**src/rtl/output_port_arbiter_if.sv**
```systemverilog
// output_port_arbiter_if
// Bundles the handshake between the input-port side of the router (LBDR
// requests, FIFO status, downstream credit returns) and one output-port
// arbiter.
//   req        [4:0]        per-input request for this output (0=N,1=E,2=W,3=S,4=L)
//   valid      [4:0]        per-input FIFO non-empty
//   tail       [4:0]        per-input head flit is a TAIL flit
//   credit_in               downstream FIFO freed one slot
//   grant      [4:0]        one-hot crossbar select, 0 when idle
//   xfer                    flit moves this cycle
//   credit_cnt [CNT_W-1:0]  downstream free-slot count
//   busy                    arbiter locked to a packet
// Modport master drives the requests (router side), slave is the arbiter.
interface output_port_arbiter_if #(
  parameter int CNT_W = 3
);
  logic [4:0]       req;
  logic [4:0]       valid;
  logic [4:0]       tail;
  logic             credit_in;
  logic [4:0]       grant;
  logic             xfer;
  logic [CNT_W-1:0] credit_cnt;
  logic             busy;

  modport master (
    output req, valid, tail, credit_in,
    input  grant, xfer, credit_cnt, busy
  );

  modport slave (
    input  req, valid, tail, credit_in,
    output grant, xfer, credit_cnt, busy
  );
endinterface

```
**src/rtl/output_port_arbiter.sv**
```systemverilog
// output_port_arbiter
// Wormhole arbiter for one output of the 5-port mesh router. Locks the
// output to one input from the HEADER flit until its TAIL flit has moved,
// and gates every flit on a credit counter mirroring free slots in the
// downstream input FIFO.
// Ports:
//   clk   clock
//   rst   synchronous, active-high reset
//   arb   output_port_arbiter_if.slave (req/valid/tail/credit_in in,
//         grant/xfer/credit_cnt/busy out)
// Parameters:
//   CREDITS  downstream FIFO depth, reset value of credit_cnt
//   CNT_W    credit counter width, must hold CREDITS
// Configuration macro:
//   OUT_ARB_RR_EN  defined   -> round-robin, pointer moves past the last
//                               input that finished a packet
//                  undefined -> fixed priority, N highest, L lowest
module output_port_arbiter #(
  parameter int CREDITS = 4,
  parameter int CNT_W   = 3
) (
  input  logic                   clk,
  input  logic                   rst,
  output_port_arbiter_if.slave   arb
);

  typedef enum logic {IDLE, LOCKED} state_t;

  localparam logic [CNT_W-1:0] CREDITS_V = CNT_W'(CREDITS);

  state_t           state;
  logic [4:0]       grant;
  logic             busy;
  logic [CNT_W-1:0] credit_cnt;
  logic [2:0]       ptr;

  logic [4:0]       cand;
  logic [2:0]       win_idx;
  logic             win_found;
  int               search_idx;
  logic             xfer;
  logic             grant_tail;

  assign cand = arb.req & arb.valid;

  // The held input may move a flit only if it has one and downstream has room;
  // the registered count is used, so a credit arriving now cannot help this cycle.
  assign xfer       = (state == LOCKED) && (|(grant & arb.valid)) && (credit_cnt != '0);
  assign grant_tail = |(grant & arb.tail);

  // Circular first-set search over the eligible inputs starting at ptr.
  always_comb begin
    win_idx    = 3'd0;
    win_found  = 1'b0;
    search_idx = 0;
    for (int k = 0; k < 5; k++) begin
      search_idx = (int'(ptr) + k) % 5;
      if (!win_found && cand[search_idx]) begin
        win_found = 1'b1;
        win_idx   = 3'(search_idx);
      end
    end
  end

`ifdef OUT_ARB_RR_EN
  logic [2:0] grant_idx;
  logic [2:0] ptr_next;

  // Binary index of the held input, used to advance the pointer past it.
  always_comb begin
    grant_idx = 3'd0;
    for (int i = 0; i < 5; i++) begin
      if (grant[i]) grant_idx = 3'(i);
    end
  end

  assign ptr_next = (grant_idx == 3'd4) ? 3'd0 : grant_idx + 3'd1;

  // Pointer moves only when a packet completes, so the next search starts
  // just after the input that was served last.
  always_ff @(posedge clk) begin
    if (rst) begin
      ptr <= 3'd0;
    end else if (xfer && grant_tail) begin
      ptr <= ptr_next;
    end
  end
`else
  // Fixed priority is the circular search pinned to start at N.
  assign ptr = 3'd0;
`endif

  // Credit counter: a flit sent and a credit returned in the same cycle
  // cancel; a credit returned at full is dropped.
  always_ff @(posedge clk) begin
    if (rst) begin
      credit_cnt <= CREDITS_V;
    end else begin
      case ({xfer, arb.credit_in})
        2'b10:   credit_cnt <= credit_cnt - 1'b1;
        2'b01:   if (credit_cnt != CREDITS_V) credit_cnt <= credit_cnt + 1'b1;
        default: credit_cnt <= credit_cnt;
      endcase
    end
  end

  // Lock/unlock FSM. req is deliberately ignored while LOCKED so a competing
  // input cannot steal the output in the middle of a packet.
  always_ff @(posedge clk) begin
    if (rst) begin
      state <= IDLE;
      grant <= 5'b00000;
      busy  <= 1'b0;
    end else begin
      case (state)
        IDLE: begin
          if (win_found) begin
            state <= LOCKED;
            grant <= 5'b00001 << win_idx;
            busy  <= 1'b1;
          end else begin
            grant <= 5'b00000;
            busy  <= 1'b0;
          end
        end
        LOCKED: begin
          if (xfer && grant_tail) begin
            state <= IDLE;
            grant <= 5'b00000;
            busy  <= 1'b0;
          end
        end
        default: begin
          state <= IDLE;
          grant <= 5'b00000;
          busy  <= 1'b0;
        end
      endcase
    end
  end

  assign arb.grant      = grant;
  assign arb.busy       = busy;
  assign arb.credit_cnt = credit_cnt;
  assign arb.xfer       = xfer;

endmodule

```
**src/flat_wrapper.sv**
```systemverilog
// flat-port wrapper written by rule: the top's interface ports become plain ports
module output_port_arbiter_flat 
#(
  parameter int CREDITS = 4,
  parameter int CNT_W   = 3
)
  (clk, rst, arb_req, arb_valid, arb_tail, arb_credit_in, arb_grant, arb_xfer, arb_credit_cnt, arb_busy);
  output_port_arbiter_if #(.CNT_W(CNT_W)) arb_i ();
  input  logic clk;
  input  logic rst;
  input wire logic [$bits(arb_i.req)-1:0] arb_req;
  input wire logic [$bits(arb_i.valid)-1:0] arb_valid;
  input wire logic [$bits(arb_i.tail)-1:0] arb_tail;
  input wire logic [$bits(arb_i.credit_in)-1:0] arb_credit_in;
  output wire logic [$bits(arb_i.grant)-1:0] arb_grant;
  output wire logic [$bits(arb_i.xfer)-1:0] arb_xfer;
  output wire logic [$bits(arb_i.credit_cnt)-1:0] arb_credit_cnt;
  output wire logic [$bits(arb_i.busy)-1:0] arb_busy;
  assign arb_i.req = arb_req;
  assign arb_i.valid = arb_valid;
  assign arb_i.tail = arb_tail;
  assign arb_i.credit_in = arb_credit_in;
  assign arb_grant = arb_i.grant;
  assign arb_xfer = arb_i.xfer;
  assign arb_credit_cnt = arb_i.credit_cnt;
  assign arb_busy = arb_i.busy;
  output_port_arbiter #(.CREDITS(CREDITS), .CNT_W(CNT_W)) u_core (.clk(clk), .rst(rst), .arb(arb_i));
endmodule
```
**config.mk**
```make
export PLATFORM = sky130hd
export DESIGN_NAME = output_port_arbiter_flat
export DESIGN_NICKNAME = d
export VERILOG_FILES = /design/src/rtl/output_port_arbiter_if.sv /design/src/rtl/output_port_arbiter.sv /design/src/flat_wrapper.sv
export SDC_FILE = /design/constraint.sdc
export NUM_CORES = 1
export LEC_CHECK = 0
export CAP_MARGIN = 15
export CORE_UTILIZATION = 30
export CTS_BUF_LIST = sky130_fd_sc_hd__clkbuf_8
export CTS_CLUSTER_DIAMETER = 100
export CTS_CLUSTER_SIZE = 14
export DETAILED_ROUTE_END_ITERATION = 10
export HOLD_SLACK_MARGIN = 0.15
export RECOVER_POWER = 50
export SYNTH_ARGS = -nofsm -noshare
export SYNTH_HDL_FRONTEND = slang
export SYNTH_SLANG_ARGS = --single-unit
```
**constraint.sdc**
```tcl
create_clock -name clk -period 3.15 [get_ports clk]
set_input_delay 0.63 -clock clk [delete_from_list [all_inputs] [get_ports clk]]
set_output_delay 0.63 -clock clk [all_outputs]
set_load 0.1 [all_outputs]
```
==> impl_results.rst <==
.. list-table::
   :header-rows: 1

   * - Metric
     - Value
   * - Compound-Gate Fraction of Synth Area
     - 36.3%
   * - Worst setup path startpoint
     - arb_valid[4]
   * - CTS hold repair buffers
     - 0
   * - Total of warnings raised by yosys
     - 0
   * - Syn-to-layout area delta
     - 53.2%
   * - Post-synthesis simple-gate area fraction
     - between 20% and 30%
   * - Mapped Area
     - around 600 um^2
   * - Capturing instance or port of the critical path
     - arb_xfer
   * - TritonCTS clock tree
     - built
   * - Main combinational cell family by area after synthesis
     - compound AO/OA/AOI/OAI gates
   * - Count of nets left with antenna violations after detail routing
     - 0
   * - Clock transition at the registers of the reported paths
     - 0.05 ns
   * - Min-delay worst type
     - register to register
   * - Cell total after placement
     - ~120
   * - Pin count of the biggest net entering global routing
     - 11
   * - Resized Gates After CTS
     - 0
   * - ANT cells
     - 0
   * - Max capacitance violation total
     - 0
   * - Cell at the root of the clock tree
     - sky130_fd_sc_hd__clkbuf_8
   * - Initial antenna violation count
     - 0
   * - Endpoint of the lowest-slack register-to-register path
     - u_core.arb.credit_cnt[2]
   * - TritonRoute pass-1 iters
     - 5
   * - Setup repair after global routing missed its margin
     - false
   * - Setup repair bufs after CTS
     - 0
   * - GRT Resource Usage Total
     - 18.6%
   * - Leakage dissipation
     - between 0.3 and 0.4 nW
   * - Fillers
     - approximately 180
   * - Critical Path Sink Type
     - output pin
   * - Drt drc
     - 0
   * - Cell type with the largest total area after synthesis
     - sky130_fd_sc_hd__dfxtp_1
   * - Top flip-flop cell by instance count after synthesis
     - sky130_fd_sc_hd__dfxtp_1
   * - Fraction of post-synthesis cell area in the top cell type by area
     - 33.6%
   * - Min-Delay Startpoint
     - u_core.arb.busy
   * - Post-synthesis instance total
     - 65
   * - DR WL/cell
     - 13.5 um
   * - Final weighted congestion in routability-driven placement
     - slightly below 0.8
   * - Residual overflow from global routing
     - 0
   * - Crit path max fanout
     - 5
   * - Flop-to-flop setup slack
     - around 1.0 ns
   * - Total negative slack for setup checks
     - 0 ns
   * - Total Power Consumption
     - about 0.00050 W
   * - Deepest level of the CTS H-tree
     - 1
   * - Area of the placeable core
     - 1800 um^2
   * - Worst Skew
     - about 0.0045 ns
   * - Number of top-level design ports
     - 28
   * - Worst Hold Slack
     - between 0.4 and 0.5 ns
   * - Via density
     - around 5.5
   * - Worst vdd ir
     - ~0.34 mV
   * - Post-route core utilization
     - about half
   * - Die extent in x
     - 46.6 um
   * - Final instance count without filler cells
     - ~120
   * - Initial core utilization
     - between 30 and 40%
   * - Final-report max-slew violation count
     - 0
   * - Number of enable-type register cells in the synthesized netlist
     - 0
   * - Total Die Area
     - approximately 2200 um^2
   * - Share of flip-flops with an asynchronous set or reset
     - 0%
   * - DRC violation total after the first TritonRoute iteration
     - 15
   * - Sequential area share after synthesis
     - between 30% and 40%
   * - Worst reg2reg path depth
     - 5
   * - Post-synthesis xor/xnor area fraction
     - 0%
   * - CP startpoint kind
     - input port
   * - Max Clock Freq
     - 377 MHz
   * - Status
     - complete, no violations
   * - Vias in the first global route
     - approximately 630
   * - Max-Slew Margin vs Limit
     - between 20% and 30%
   * - Most common cell after layout, fill and taps aside
     - sky130_fd_sc_hd__clkdlybuf4s50_1
   * - Number of setup violations in the final report
     - 0
   * - Synthesized-area fraction occupied by adder cells
     - between 3 and 4%
   * - R2R Path Start
     - u_core.arb.credit_cnt[1]
   * - Hold Violations, Final
     - 0
   * - Ratio of total power to cell area
     - ~550 nW/um^2
   * - Share of post-route cells with drive strength above 1
     - 12.4%
   * - Y dimension of the die
     - approximately 47 um
   * - Arrival time worst endpoint
     - roughly 2.0 ns
   * - Part of the cycle the worst path needs
     - between 80% and 90%
   * - Clock latency of the later-clocked register in the worst-skew pair
     - 0.23 ns
   * - Max Root-Sink Buffers
     - 2
   * - Cells taking the most area after synthesis
     - sky130_fd_sc_hd__dfxtp_1 34%, sky130_fd_sc_hd__a211oi_1 3.8%, sky130_fd_sc_hd__a21o_1 3.8%, sky130_fd_sc_hd__a22oi_1 3.8%, sky130_fd_sc_hd__a222oi_1 3.4%
   * - Post-synthesis mux area share
     - between 1.5 and 2%
   * - Sum of routed wire length over all layers
     - 1640 um
   * - Yosys reg bits
     - 10
   * - Floorplan row count
     - 15
   * - Sink Count
     - 10
   * - Number of vias in the routed layout
     - 669
   * - CP Data Required Time
     - between 2 and 3 ns
   * - Commonest cells after routing, fill and taps aside
     - 17 x sky130_fd_sc_hd__clkdlybuf4s50_1, 10 x sky130_fd_sc_hd__dfxtp_1, 9 x sky130_fd_sc_hd__clkbuf_1, 5 x sky130_fd_sc_hd__nor2_1, 5 x sky130_fd_sc_hd__nand2_1
   * - Post-DP HPWL
     - about 1200 um
   * - Kind of critical path
     - input port to output pin
   * - Count of input and output buffers
     - 27
   * - Post-route minimum period
     - ~2.7 ns
   * - Mean instance size in the synthesized netlist
     - around 9.2 um^2
   * - Wire length of the first global-routing pass
     - between 2000 and 3000 um
   * - Measured slew at the worst slew-check pin
     - 1.16 ns
   * - Post-Syn Nets
     - 84
   * - Clock buffers created by TritonCTS
     - 3
   * - Final #Nets
     - ~120
   * - Number of distinct library cell variants in the gate-level netlist after synthesis
     - 35
-- final cells by class --
| class | count | area, um^2 | area share (%) |
|---|---|---|---|
| well taps | 25 | 31.3 | 3.43 |
| multi-input cells | 52 | 379 | 41.6 |
| clock buffers | 4 | 55.1 | 6.04 |
| repair buffers | 29 | 239 | 26.2 |
| inverters | 2 | 7.51 | 0.823 |
| flip-flops and latches | 10 | 200 | 21.9 |
-- kinds of logic (layout without fill, tap and decap cells) --
family          Yosys count  in the layout
compound gates           26             26
buf+inv                   3             35
flops                    10             10
mux                       1              1
simple gates             24             24
fa+ha+maj                 1              1
-- per-stage QoR --
step                instance area [um^2]  worst slack [ns]
global route                         912             0.393
detailed placement                   896             0.386
global placement                     896             0.430
floorplan                            596             0.150
CTS                                  951             0.519
finish                               912             0.499
-- registers in the layout (all words and copies together) (netlist names) --
signal / cells
u_core.arb.busy: 1
u_core.arb.credit_cnt: 3
u_core.arb.grant: 5
u_core.state: 1
-- how the worst min path moves through the flow --
stage,to,slack (ns),cells past startpoint
floorplan,u_core.arb.busy,0.58,2
global placement,u_core.arb.busy,0.44,1
detailed placement,u_core.arb.busy,0.44,1
CTS,u_core.arb.busy,0.46,1
global route,u_core.arb.busy,0.49,1
finish,u_core.arb.busy,0.45,1
-- metal layers --
layer  track usage, %  up-vias  part of all wire, %
met5                0        -                    0
met4             10.6        0                  1.0
met3             3.53        2                  6.2
met2             26.9       29                   44
met1             25.2      309                   49
li1                 -      329                    -
-- power by group --
group          switching (W)  internal [W]
Sequential         0.0000159      0.000139
Clock              0.0000511      0.000110
Combinational       0.000127     0.0000579
-- synth_stat cells (2+ instances only) --
| master | n |
|---|---|
| sky130_fd_sc_hd__nand2_1 | 5 |
| sky130_fd_sc_hd__a211oi_1 | 3 |
| sky130_fd_sc_hd__a21o_1 | 3 |
| sky130_fd_sc_hd__nand3_1 | 2 |
| sky130_fd_sc_hd__a32o_1 | 2 |
| sky130_fd_sc_hd__a22oi_1 | 3 |
| sky130_fd_sc_hd__inv_1 | 2 |
| sky130_fd_sc_hd__dfxtp_1 | 10 |
| sky130_fd_sc_hd__a21oi_1 | 2 |
| sky130_fd_sc_hd__nor2b_1 | 2 |
| sky130_fd_sc_hd__a222oi_1 | 2 |
| sky130_fd_sc_hd__nor2_1 | 5 |
| sky130_fd_sc_hd__nor4b_1 | 2 |
-- critical path, cell delays in order --
cell	delay [ns]
sky130_fd_sc_hd__clkdlybuf4s50_1	0.44
sky130_fd_sc_hd__a222oi_1	0.44
sky130_fd_sc_hd__buf_4	0.21
sky130_fd_sc_hd__a21oi_2	0.10
sky130_fd_sc_hd__buf_12	0.19
Note: power is estimated with default switching activity, not from simulation.
